`src/rtl/data_block_memory.sv`:
```
`default_nettype none
// ============================================================================
//  Module      : data_block_memory
//  Description : Block-granular main-memory responder behind the data cache.
//                A read or write request is accepted in IDLE, the requester
//                is stalled through mem_busywait for LATENCY+1 cycles, and
//                then the transfer completes. A single DONE cycle follows,
//                with busywait low, before the next request is accepted.
//  Ports       : CLOCK, RESET (async, active-high)
//                mem_read / mem_write      level requests (write wins)
//                mem_address / mem_writedata  block address and write data
//                mem_readdata              last completed read block
//                mem_busywait              stall towards the requester
//                mem_parity_err            only with DATA_MEM_PARITY_EN:
//                                          byte-parity error of last read
//  Options     : DATA_MEM_PARITY_EN adds per-byte even parity storage.
//  Revision    : 1.0  initial release
// ============================================================================
module data_block_memory #(
    parameter int ADDR_W  = 6,
    parameter int BLOCK_W = 32,
    parameter int LATENCY = 5
) (
    input  logic               CLOCK,
    input  logic               RESET,
    input  logic               mem_read,
    input  logic               mem_write,
    input  logic [ADDR_W-1:0]  mem_address,
    input  logic [BLOCK_W-1:0] mem_writedata,
    output logic [BLOCK_W-1:0] mem_readdata,
    output logic               mem_busywait
`ifdef DATA_MEM_PARITY_EN
    ,
    output logic               mem_parity_err
`endif
);

    localparam int         c_DEPTH    = 2 ** ADDR_W;
    localparam logic [3:0] c_CNT_INIT = 4'(LATENCY - 1);

    typedef enum logic [1:0] {
        S_IDLE = 2'd0,
        S_BUSY = 2'd1,
        S_DONE = 2'd2
    } state_t;

    state_t               state_q, state_d;
    logic [3:0]           cnt_q, cnt_d;
    logic                 wr_q, wr_d;
    logic [ADDR_W-1:0]    addr_q, addr_d;
    logic [BLOCK_W-1:0]   wdata_q, wdata_d;
    logic [BLOCK_W-1:0]   rdata_q;
    logic [BLOCK_W-1:0]   mem_q [c_DEPTH];
    logic                 w_finish;

    // Completion edge: last BUSY cycle with the counter exhausted.
    assign w_finish = (state_q == S_BUSY) && (cnt_q == 4'd0);

    always_comb begin
        state_d      = state_q;
        cnt_d        = cnt_q;
        wr_d         = wr_q;
        addr_d       = addr_q;
        wdata_d      = wdata_q;
        mem_busywait = 1'b0;
        case (state_q)
            S_IDLE: begin
                // Combinational stall so the requester sees it in the
                // same cycle it raises the request.
                mem_busywait = mem_read | mem_write;
                if (mem_read || mem_write) begin
                    state_d = S_BUSY;
                    cnt_d   = c_CNT_INIT;
                    wr_d    = mem_write;     // write has priority over read
                    addr_d  = mem_address;
                    wdata_d = mem_writedata;
                end
            end
            S_BUSY: begin
                mem_busywait = 1'b1;
                if (cnt_q == 4'd0) begin
                    state_d = S_DONE;
                end else begin
                    cnt_d = cnt_q - 4'd1;
                end
            end
            S_DONE: begin
                state_d = S_IDLE;
            end
            default: begin
                state_d = S_IDLE;
            end
        endcase
        // While reset is held the stall must read low even if a request
        // is still presented in IDLE.
        if (RESET) begin
            mem_busywait = 1'b0;
        end
    end

    always_ff @(posedge CLOCK or posedge RESET) begin
        if (RESET) begin
            state_q <= S_IDLE;
            cnt_q   <= 4'd0;
            wr_q    <= 1'b0;
            addr_q  <= '0;
            wdata_q <= '0;
            rdata_q <= '0;
        end else begin
            state_q <= state_d;
            cnt_q   <= cnt_d;
            wr_q    <= wr_d;
            addr_q  <= addr_d;
            wdata_q <= wdata_d;
            if (w_finish && !wr_q) begin
                rdata_q <= mem_q[addr_q];
            end
        end
    end

    // Storage is never cleared. A reset forces state_q to IDLE, so an
    // in-flight write can never reach its commit edge.
    always_ff @(posedge CLOCK) begin
        if (w_finish && wr_q) begin
            mem_q[addr_q] <= wdata_q;
        end
    end

    assign mem_readdata = rdata_q;

`ifdef DATA_MEM_PARITY_EN
    localparam int c_NBYTES = BLOCK_W / 8;

    logic [c_NBYTES-1:0] par_q [c_DEPTH];
    logic                perr_q;

    // Even parity: stored bit makes each byte plus its bit XOR to zero.
    function automatic logic [c_NBYTES-1:0] f_parity(input logic [BLOCK_W-1:0] d);
        logic [c_NBYTES-1:0] p;
        for (int i = 0; i < c_NBYTES; i++) begin
            p[i] = ^d[i*8 +: 8];
        end
        return p;
    endfunction

    always_ff @(posedge CLOCK) begin
        if (w_finish && wr_q) begin
            par_q[addr_q] <= f_parity(wdata_q);
        end
    end

    always_ff @(posedge CLOCK or posedge RESET) begin
        if (RESET) begin
            perr_q <= 1'b0;
        end else if (w_finish && !wr_q) begin
            perr_q <= |(f_parity(mem_q[addr_q]) ^ par_q[addr_q]);
        end
    end

    assign mem_parity_err = perr_q;
`endif

endmodule
`default_nettype wire

```
`config.mk`:
```
export PLATFORM = sky130hd
export DESIGN_NAME = data_block_memory
export DESIGN_NICKNAME = d
export VERILOG_FILES = /design/src/rtl/data_block_memory.sv
export SDC_FILE = /design/constraint.sdc
export NUM_CORES = 2
export LEC_CHECK = 0
export CORE_MARGIN = 2
export CORE_UTILIZATION = 35
export CTS_CLUSTER_DIAMETER = 50
export DETAILED_ROUTE_END_ITERATION = 10
export SYNTH_ARGS = -nofsm -noshare
export SYNTH_HDL_FRONTEND = slang
export SYNTH_SLANG_ARGS = --single-unit
```
`constraint.sdc`:
```
create_clock -name CLOCK -period 4.4 [get_ports CLOCK]
set_input_delay 0.44 -clock CLOCK [delete_from_list [all_inputs] [get_ports CLOCK]]
set_output_delay 0.44 -clock CLOCK [all_outputs]
set_load 0.01 [all_outputs]
```
Word level (Yosys, flattened, before mapping):

Memories as Yosys holds them, arrays and structs flattened. A register that Yosys moved wholly into a read port is not among the register bits.
Index checks and enable logic that the tools add are counted.

* output and inout bits: 33
* flip-flop bits (word level): 45
* memories: 1
* memory bits (writable): 2048

* reductions and logical operators: 11
* equal/unequal tests: 4
* bitwise logic cells: 1
* add/subtract/negate cells: 1
* mux-type cells: 10

Memory list
* mem_q: depth 64, bits a word 32, rd ports 1, clocked after memory_dff 1, write ports 1, line 53 `logic [BLOCK_W-1:0] mem_q [c_DEPTH];`

Operator list (number)
* 2-to-1 mux 4 bit: 2
* one-hot mux 4 bit (2 select lines): 1
* logical NOT 4 bit: 1
* 2-to-1 mux 2 bit: 2
* != test 2 bit, second input constant: 2
* one-hot mux 2 bit (2 select lines): 1
* AND reduction 2 bit: 2
* subtractor 4 x 1 -> 4 bit, second input constant: 1
* logical AND 1 bit: 3
* 2-to-1 mux 1 bit: 3
* AND reduction 3 bit: 1
* equality test 2 x 1 -> 1 bit, second input constant: 1
* logical NOT 2 bit: 1
* != test 2 x 1 -> 1 bit, second input constant: 1
* one-hot mux 1 bit (2 select lines): 1
* nonzero test 2 bit: 1
* logical NOT 1 bit: 1
* logical OR 1 bit: 1
* bitwise OR 1 bit: 1

Depth between registers and ports, before layout:

* depth in word-level cells: 5
* gate-level depth with buffers: 11

Least setup slack after synthesis:

OpenSTA, ideal clock, no wires.

* kind: flip-flop to flip-flop
* from: register addr_q[0]
* to: memory mem_q[12][0] (enable)
* buffers on the path: 4
* stages on the path, launching flop included: 8
* data required time: 3.979 ns
* arrival: 3.071 ns
* path slack: 0.907 ns
* cells stage by stage: dfrtp_1 buf_6 buf_6 nor2_2 clkbuf_1 buf_1 nand3_1 nor2_1

RTL lines
* start, declared: line 50 `logic [ADDR_W-1:0] addr_q, addr_d;`
* start signal, assigned: line 113 `addr_q <= addr_d;`
* end, declared: line 53

Straight into the memory's write port.

==> flow_summary.ini <==
[outcome]
status = completed

[timing]
rsz0062_at_grt = no
holdWs_ns = 0.212
fmaxAchievable_ghz = 0.262
fin_crit_ns = 3.82
finalSetupViolations = 0
tightest_slew_ns = 1.33
fin_tns_setup_ns = 0
fin_crit_sh_pct = 86.9
report.final.slew_viol_count = 0
max_slew_margin_pct = 10.1
hold_viol = 0
skew_ns = 0.0337

[final_layout]
fill_cells = 20275
area_growth_syn_to_layout_pct = 17.0
drive_above_1_share_pct = 21.3
nets = 4576

[pwr]
ir_drop_mv = 0.484
p_leak_nw = 30.1
power_mw = 66.1
p_per_area_nw_per_um2 = 698

[worst_setup_path]
cp_data_required_time_ns = 5.12
worstPathMaxFanout = 42
worstPathCellList = nor2b_4, buf_12, a22oi_1, a31oi_1, nand4_1, o32a_1
slowest_delay_ns = 1.02
cp.arrival_ns = 4.55
start_kind = register
worst-setup-path-type = reg2reg
reg2regPathDepth = 6
end_kind = register
cp_slowest_cell = nor2b_4

[detailed_routing]
vias = 45585
viasPerCell = 5.88
ant_nets = 0
drtIter0Drc = 6804
drtPass1Iterations = 6
routedWlPerCell_um = 33.2
wirelength_mm = 257
drc = 0

[synthesis]
syn_nets = 4284
synthDistinctLibCells = 67
ys_async_sr_fraction_pct = 3.62
syn-cell-area_sq_um = 81000
synth_top_cell_area_share_pct = 76.0
yosys-top-cells-count = 2048 x edfxtp_1, 330 x mux2i_1, 271 x a221oi_1, 213 x nor2_1, 166 x mux4_2
syn_inst = 4241
synth_edf_count = 2048
yosys-top-cells-area = edfxtp_1 76%, mux4_2 4.6%, mux2i_1 4.1%
yosysMostFrequentCell = edfxtp_1
synthFlopType = edfxtp_1
ys_seq_elements = 2125
synth.avg_cell_area_sq_um = 19.1
yosysWarnings = 0
seq_area_frac_synth_pct = 78.3
synth_top_cell_by_area = edfxtp_1

[clock_tree]
clk_pin_slew_ns = 0.06
post_cts_buffers = 0
clk_path_buf_depth = 3
cts_tree = done
cts_htree_levels = 4
hold_buffers = 0
root_buffer = clkbuf_16
cts_made_buffers = 217
ctsResizeCount = 0
clock-sinks = 2125
clock_latency_ns = 0.85

[floorplan]
die-area_sq_um = 235000
num_rows = 176
die_w_um = 485
die_y_um = 485
initial_core_util_pct = 35.2
pin_count = 75
core-area_sq_um = 230000

[placement]
dp_hpwl_mm = 154
port-buffer-count = 74
gp_congestion = 0.870

[grt]
grt_max_degree = 80
antenna_found_initial = 13
grtUsageTotal_pct = 21.4
grt_first_pass_wirelength_mm = 356
overflow = 0
grt_pass1_vias = 43807

[job]
drv_cap = 0

[hold_path]
hp-class = in2reg
whs_path_depth = 2
[routing by layer]
layer	global-route usage, %	part of all wire [%]	vias to the layer above
met4	6.01	3.0	2
met1	29.9	40	24060
li1	-	-	18269
met3	5.41	11	438
met5	0	0.0050	-
met2	33.1	46	2816
[worst paths after layout]
kind	start	end	slack, ns
min	mem_writedata[24]	wdata_q[24]	0.21
min reg2reg	wdata_q[11]	wdata_q[11]	0.51
max reg2reg	addr_q[1]	mem_readdata[11]	0.58
max in group asynchronous	RESET	addr_q[1]	3.23
max	addr_q[1]	mem_readdata[11]	0.58
min in group asynchronous	RESET	mem_readdata[1]	0.24
[registers in the layout, indices dropped and copies added, names as in the netlist]
name and count:
wr_q 1, mem_readdata 32, cnt_q 4, wdata_q 32
addr_q 6, mem_q 2048, state_q 2
[power by group]
part           internal (mW)  total [mW]  switching [mW]
Combinational           6.48        20.3            13.8
Clock                   10.4        18.3            7.91
Sequential              25.6        27.5            1.86
Total                   42.5        66.1            23.6
[cells in the final DEF, fill, tap and decap left out, types with 26 or more instances in the layout]
cell                n
mux2i_1           330
mux4_2            166
dfrtp_2            32
nand3_1            38
a31oi_1            26
clkinv_2           45
a22oi_1           135
nor2_1            145
buf_12             59
nor2_4             67
o22ai_1            77
a21oi_1            79
edfxtp_1         2048
nand2_1            61
o21ai_0           112
clkbuf_16         221
mux2_2            101
a221oi_1          271
dfrtp_1            42
clkinv_1           36
buf_4             224
clkbuf_1           47
clkdlybuf4s50_1    74
[area by class of cell]
type / count / area, sq um / area share (%)
tap: 3026 / 3790 / 4.00
timing repair buffer: 357 / 3600 / 3.80
clock buffer: 281 / 5890 / 6.21
sequential: 2125 / 63500 / 67.0
inverter: 7 / 35.0 / 0.0370
multi-input combinational: 1825 / 16700 / 17.6
clock inverter: 129 / 1230 / 1.30
antenna: 4 / 10.0 / 0.0106
[logic make-up (layout without fill, tap and decap cells)]
family | Yosys count | in the layout | synth area share [%]
muxes | 597 | 597 | 10.1
other | 0 | 4 | 0
and+or+nand+nor | 391 | 391 | 2.12
DFF | 2125 | 2125 | 78.3
adders and majority gates | 1 | 1 | 0.0155
xor gates and xnor gates | 2 | 2 | 0.0216
buffers and inverters | 291 | 774 | 1.76
AOI/OAI and AO/OA | 834 | 834 | 7.64
[critical path, delay by kind of cell (launching register included)]
kind / cells / cell delay (ns)
compound gates: 3 / 1.28
simple gates: 2 / 1.20
flops: 1 / 0.73
buf+inv: 1 / 0.36
[stage by stage]
step | utilization (%) | instances | setup WS [ns] | area, sq um
2_1_floorplan | - | 4241 | 0.907 | 81000
3_3_place_gp | 38.1 | 7340 | 0.689 | 87600
3_5_place_dp | 38.1 | 7340 | 0.692 | 87600
4_1_cts | 41.2 | 7750 | 0.665 | 94700
5_1_grt | 41.2 | 7750 | 0.568 | 94700
6_report | 41.2 | 7754 | 0.578 | 94700
No activity file was read; power rests on OpenSTA's default activity.
